===== src/rtl/bmc_pkg.sv =====
// Shared definitions for the biphase-mark receive link: decoder state encoding and
// interval thresholds derived from the half-bit length.
package bmc_pkg;

    typedef enum logic [1:0] {
        ST_IDLE      = 2'd0,
        ST_FRAME_BND = 2'd1,
        ST_FRAME_MID = 2'd2,
        ST_HUNT      = 2'd3
    } bmc_state_e;

    // Counter must be able to hold the timeout value itself.
    function automatic int bmc_cnt_w(input int half_bit);
        return $clog2(3 * half_bit + 1);
    endfunction

    function automatic int bmc_short_min(input int half_bit);
        return half_bit / 2;
    endfunction

    function automatic int bmc_long_min(input int half_bit);
        return (3 * half_bit) / 2;
    endfunction

    function automatic int bmc_viol_min(input int half_bit);
        return (5 * half_bit) / 2;
    endfunction

    function automatic int bmc_timeout(input int half_bit);
        return 3 * half_bit;
    endfunction

endpackage


===== src/rtl/bmc_rx_sync_2ff.sv =====
// Two-flop synchroniser for a single asynchronous line, reset to 0.
module sync_2ff (
    input  logic clk,
    input  logic rst_n,
    input  logic i_d,
    output logic o_q
);

    logic r_meta_p0;
    logic r_sync_p1;

    always_ff @(posedge clk or negedge rst_n) begin
        if (!rst_n) begin
            r_meta_p0 <= 1'b0;
            r_sync_p1 <= 1'b0;
        end else begin
            r_meta_p0 <= i_d;
            r_sync_p1 <= r_meta_p0;
        end
    end

    assign o_q = r_sync_p1;

endmodule


===== src/rtl/bmc_rx.sv =====
// Biphase-mark receiver: measures edge intervals on an oversampled line, decodes MSB-first
// words and hands them to a single-entry valid/ready holding register.
module bmc_rx
    import bmc_pkg::*;
#(
    parameter int W_DATA   = 32,
    parameter int HALF_BIT = 4
) (
    input  logic              clk,
    input  logic              rst_n,
    input  logic              serial_in,
    output logic [W_DATA-1:0] out_data,
    output logic              out_valid,
    input  logic              out_ready,
    output logic              busy,
    output logic              err_code,
    output logic              err_frame,
    output logic              err_overflow
);

    localparam int CW = bmc_cnt_w(HALF_BIT);
    localparam int BW = $clog2(W_DATA);
    localparam logic [CW-1:0] CNT_SHORT   = CW'(bmc_short_min(HALF_BIT));
    localparam logic [CW-1:0] CNT_LONG    = CW'(bmc_long_min(HALF_BIT));
    localparam logic [CW-1:0] CNT_VIOL    = CW'(bmc_viol_min(HALF_BIT));
    localparam logic [CW-1:0] CNT_TIMEOUT = CW'(bmc_timeout(HALF_BIT));
    localparam logic [BW-1:0] BIT_LAST    = BW'(W_DATA - 1);

    logic              w_line_p1;
    logic              r_line_p2;
    logic              w_edge;
    logic [CW-1:0]     r_cnt;
    logic              w_timeout;
    logic              w_short;
    logic              w_long;
    bmc_state_e        r_state;
    bmc_state_e        w_state_nxt;
    logic              w_start;
    logic              w_shift_en;
    logic              w_bit;
    logic              w_eos;
    logic              w_viol;
    logic              w_word_done;
    logic              w_frame_err;
    logic [W_DATA-1:0] w_word;
    logic [W_DATA-1:0] r_shift;
    logic [BW-1:0]     r_bit_cnt;
    logic [W_DATA-1:0] r_out_data;
    logic              r_out_valid;
    logic              r_err_code;
    logic              r_err_frame;
    logic              r_err_ovf;

    sync_2ff u_sync (
        .clk   (clk),
        .rst_n (rst_n),
        .i_d   (serial_in),
        .o_q   (w_line_p1)
    );

    // Edge detect stage
    always_ff @(posedge clk or negedge rst_n) begin
        if (!rst_n) r_line_p2 <= 1'b0;
        else        r_line_p2 <= w_line_p1;
    end

    assign w_edge = w_line_p1 ^ r_line_p2;

    // Counter restarts at 1 so that an edge seen N cycles later reads exactly N.
    always_ff @(posedge clk or negedge rst_n) begin
        if (!rst_n)                    r_cnt <= '0;
        else if (w_edge)               r_cnt <= CW'(1);
        else if (r_cnt != CNT_TIMEOUT) r_cnt <= r_cnt + CW'(1);
    end

    assign w_timeout = !w_edge && (r_cnt == CNT_TIMEOUT - CW'(1));
    assign w_short   = (r_cnt >= CNT_SHORT) && (r_cnt < CNT_LONG);
    assign w_long    = (r_cnt >= CNT_LONG)  && (r_cnt < CNT_VIOL);

    always_ff @(posedge clk or negedge rst_n) begin
        if (!rst_n) r_state <= ST_IDLE;
        else        r_state <= w_state_nxt;
    end

    always_comb begin
        w_state_nxt = r_state;
        w_start     = 1'b0;
        w_shift_en  = 1'b0;
        w_bit       = 1'b0;
        w_eos       = 1'b0;
        w_viol      = 1'b0;
        case (r_state)
            ST_IDLE: begin
                if (w_edge) begin
                    w_start     = 1'b1;
                    w_state_nxt = ST_FRAME_BND;
                end
            end
            ST_FRAME_BND: begin
                if (w_edge) begin
                    if (w_short)     w_state_nxt = ST_FRAME_MID;
                    else if (w_long) w_shift_en  = 1'b1;
                    else             w_viol      = 1'b1;
                end else if (w_timeout) begin
                    w_shift_en = 1'b1;
                    w_eos      = 1'b1;
                end
            end
            ST_FRAME_MID: begin
                if (w_edge) begin
                    if (w_short) begin
                        w_shift_en  = 1'b1;
                        w_bit       = 1'b1;
                        w_state_nxt = ST_FRAME_BND;
                    end else begin
                        w_viol = 1'b1;
                    end
                end else if (w_timeout) begin
                    w_shift_en = 1'b1;
                    w_bit      = 1'b1;
                    w_eos      = 1'b1;
                end
            end
            ST_HUNT: begin
                if (w_timeout) w_state_nxt = ST_IDLE;
            end
            default: w_state_nxt = ST_IDLE;
        endcase
        if (w_viol) w_state_nxt = ST_HUNT;
        if (w_eos)  w_state_nxt = ST_IDLE;
        w_word_done = w_shift_en && (r_bit_cnt == BIT_LAST);
        w_word      = {r_shift[W_DATA-2:0], w_bit};
        w_frame_err = w_eos && !w_word_done;
    end

    // Shift stage: a stream end or violation discards whatever partial word is held
    always_ff @(posedge clk or negedge rst_n) begin
        if (!rst_n) begin
            r_shift   <= '0;
            r_bit_cnt <= '0;
        end else if (w_start || w_viol || w_eos) begin
            r_shift   <= '0;
            r_bit_cnt <= '0;
        end else if (w_shift_en) begin
            r_shift   <= w_word;
            r_bit_cnt <= w_word_done ? '0 : r_bit_cnt + BW'(1);
        end
    end

    // Output stage
    always_ff @(posedge clk or negedge rst_n) begin
        if (!rst_n) begin
            r_out_data  <= '0;
            r_out_valid <= 1'b0;
            r_err_code  <= 1'b0;
            r_err_frame <= 1'b0;
            r_err_ovf   <= 1'b0;
        end else begin
            r_err_code  <= w_viol;
            r_err_frame <= w_frame_err;
            r_err_ovf   <= 1'b0;
            if (w_word_done) begin
                if (!r_out_valid || out_ready) begin
                    r_out_data  <= w_word;
                    r_out_valid <= 1'b1;
                end else begin
                    r_err_ovf <= 1'b1;
                end
            end else if (out_ready) begin
                r_out_valid <= 1'b0;
            end
        end
    end

    assign out_data     = r_out_data;
    assign out_valid    = r_out_valid;
    assign busy         = (r_state == ST_FRAME_BND) || (r_state == ST_FRAME_MID);
    assign err_code     = r_err_code;
    assign err_frame    = r_err_frame;
    assign err_overflow = r_err_ovf;

endmodule

===== config.mk =====
export PLATFORM = sky130hd
export DESIGN_NAME = bmc_rx
export DESIGN_NICKNAME = d
export VERILOG_FILES = /design/src/rtl/bmc_pkg.sv /design/src/rtl/bmc_rx_sync_2ff.sv /design/src/rtl/bmc_rx.sv
export SDC_FILE = /design/constraint.sdc
export NUM_CORES = 1
export LEC_CHECK = 0
export CORE_ASPECT_RATIO = 0.7
export CORE_UTILIZATION = 50
export CTS_CLUSTER_SIZE = 12
export DETAILED_ROUTE_END_ITERATION = 10
export GPL_TIMING_DRIVEN = 0
export PLACE_DENSITY = 0.79
export RECOVER_POWER = 50
export SYNTH_ARGS = -nofsm -noshare
export SYNTH_HDL_FRONTEND = slang
export SYNTH_SLANG_ARGS = --single-unit

===== constraint.sdc =====
create_clock -name clk -period 2.2 [get_ports clk]
set_input_delay 0.44 -clock clk [delete_from_list [all_inputs] [get_ports clk]]
set_output_delay 0.44 -clock clk [all_outputs]
set_load 0.03 [all_outputs]

==> qor.yml <==
grt_max_degree: 69
crit_fanout: 7
final_layout_size_suffix_gt1_share_pct: 30.4
wl_per_cell_um: 16.1
worst_slew_pin_slew_ns: 0.832
initial_core_util_pct: 52.0
overflow: 0
yosysSeqAreaShare_pct: 53.3
htreeDepth: 3
grt_antenna_before_repair: 0
critPathCaptureType: "flip-flop"
p_leak_nw: 2.31
rsz0062_at_grt: "yes"
clk_latency_ns: 0.36
cts_sinks: 81
fin_util_pct: 68.4
syn_nets: 307
die_x_um: 106
diodes: 0
cts_buffers: 9
synth_cell_types: 45
netlist.area_leader.share_pct: 53.3
async_flop_share_pct: 100
finClkSkew_ns: 0.0121
areaGrowthSynthToFinish_pct: 31.5
setup_viol: 0
clock_path_buffers: 2
synth.area.top_cells: "dfrtp_1, mux2_4, mux2i_1"
vdd_drop_max_mv: 0.449
dr.pass1.iters: 4
hold_viol: 0
die-area_sq_um: 7970
grt_pass1_vias: 2480
ys.warnings.count: 0
ioPinCount: 41
post-route-period-util_pct: 99.9
required_ns: 2.44
place.detailed.hpwl_um: 4640
powerDensity_nw_per_um2: 854
vias_per_cell: 5.34
p_total_mw: 4.27
period_needed_ns: 2.20
io_buffers: 40
cap_violations: 0
worstSetupPathType: "reg2reg"
cts_tree: "yes"
syn_inst: 292
core-area_sq_um: 7320
rows: 26
cts.clk_slew.worst_paths_ns: 0.08
grt_first_pass_wirelength_um: 12300
gp_congestion: 0.769
ys.flop_type: "dfrtp_1"
grt_util_all_layers_pct: 20.4
synth_area_per_cell_sq_um: 13.0
drtIter0Drc: 99
cts_root_buffer: "clkbuf_8"
hp-class: "reg2reg"
ant_nets: 0
status: "finished, final reports clean"
layout.nets: 383
worst_setup_path_start_kind: "flip-flop"
num_vias: 2508
final_common_cell: "dfrtp_1"
die_h_um: 75.0
maxSlewHeadroom_pct: 44.6
finalMaxSlewViolations: 0
netlist_area_sq_um: 3800
tns_ns: 0
drt-total-wl_um: 7590
synth_edf_count: 0
remaining_drc_errors: 0
worstPathArrival_ns: 2.44
final_cell_mix: "dfrtp_1, nand2_1, clkdlybuf4s50_1, mux2i_1, mux2_4"
ys_ff_latch: 81
max_freq_mhz: 455
yosys.area.top_type: "dfrtp_1"
## stage by stage
stage	instances	setup WS (ns)	area [sq um]	hold slack [ns]
3_5_place_dp	431	-0.254	4370	0.305
6_report	470	0.00111	5000	0.355
3_3_place_gp	430	-2.06	4340	0.337
4_1_cts	456	0.0102	4820	0.359
2_1_floorplan	292	0.0183	3820	0.144
5_1_grt	470	-0.0432	5000	0.361
## logic make-up after synthesis
group	Yosys count	share of synthesized area (%)
adders and majority gates	11	3.62
DFF	81	53.3
xor gates and xnor gates	3	1.09
and+or+nand+nor	80	10.3
muxes	67	21.6
AOI/OAI and AO/OA	30	6.02
buffers and inverters	20	4.08
## final timing paths
kind / start / end / slack (ns) / cells past startpoint
worst max-delay path: r_cnt[0]$_DFFE_PN0P_ / out_data[3]$_DFFE_PN0P_ / 0.001 / 8
worst min-delay path: u_sync.r_meta_p0$_DFF_PN0_ / u_sync.o_q$_DFF_PN0_ / 0.35 / 0
worst max register to register: r_cnt[0]$_DFFE_PN0P_ / out_data[3]$_DFFE_PN0P_ / 0.001 / 8
worst min register to register: u_sync.r_meta_p0$_DFF_PN0_ / u_sync.o_q$_DFF_PN0_ / 0.35 / 0
max in group asynchronous: rst_n / out_data[26]$_DFFE_PN0P_ / 0.70 / 3
min in group asynchronous: rst_n / out_data[6]$_DFFE_PN0P_ / 0.69 / 2
## sequential cells by signal (all words and copies together) (netlist names)
signal            flops
err_code              1
err_frame             1
err_overflow          1
out_data             32
out_valid             1
r_bit_cnt             5
r_cnt                 4
r_line_p2             1
r_shift              31
r_state               2
u_sync.o_q            1
u_sync.r_meta_p0      1
## cell type report
cell class                 count  area (sq um)
timing repair buffer          65           671
inverter                       6          25.0
clock inverter                 6           115
tap                           98           123
multi-input combinational    191          1760
buffer                        14           159
fill                         504          2320
sequential                    81          2030
clock buffer                   9           124
## where the power goes
part | switching (mW) | total, mW | internal [mW] | leakage [nW]
Combinational | 0.774 | 1.37 | 0.592 | 1.08
Sequential | 0.0538 | 1.60 | 1.55 | 1.12
Clock | 0.551 | 1.30 | 0.753 | 0.116
## cells in the mapped netlist, types with 2 or more instances
| library cell | number |
|---|---|
| dfrtp_1 | 81 |
| nand2_1 | 46 |
| mux2i_1 | 36 |
| mux2_4 | 30 |
| ha_1 | 11 |
| o21ai_0 | 9 |
| nor2_1 | 7 |
| inv_1 | 6 |
| a21oi_1 | 5 |
| buf_2 | 4 |
| nor3_1 | 4 |
| a22o_1 | 3 |
| buf_12 | 3 |
| buf_6 | 3 |
| clkbuf_1 | 3 |
| nand2b_1 | 3 |
| nand3_1 | 3 |
| and2_1 | 2 |
| and3_1 | 2 |
| nor2b_1 | 2 |
| o2111ai_1 | 2 |
| o21a_1 | 2 |
| o31ai_1 | 2 |
| or2_2 | 2 |
## worst max-delay path, cell delays in order (launching register included)
cell and delay (ns):
dfrtp_1 0.38, inv_2 0.07, ha_4 0.15, or3_4 0.37, and3_4 0.19, o21ai_4 0.15
a21o_4 0.28, clkbuf_16 0.20, mux2_4 0.29
## repair_timing
| item | CTS | global route |
|---|---|---|
| pin swaps | 6 | 5 |
| setup endpoints to repair | 70 | 68 |
| gates cloned | 1 | 2 |
| hold endpoints to repair | 13 | 0 |
| buffers inserted | 8 | 12 |
| hold buffers | 1 | 0 |
| resized for setup | 23 | 18 |
## per-layer routing
metal  global-route usage, %  part of all wire, %  up-vias  wire length (um)
met5                       0                    0        -                 0
met3                    5.80                  4.0       11               301
met2                    32.9                   47       63              3570
met4                    6.33                  1.2        0                92
li1                        -                    -     1167                 -
met1                    27.1                   48     1267              3620
Power figures use the tool's default switching activity.
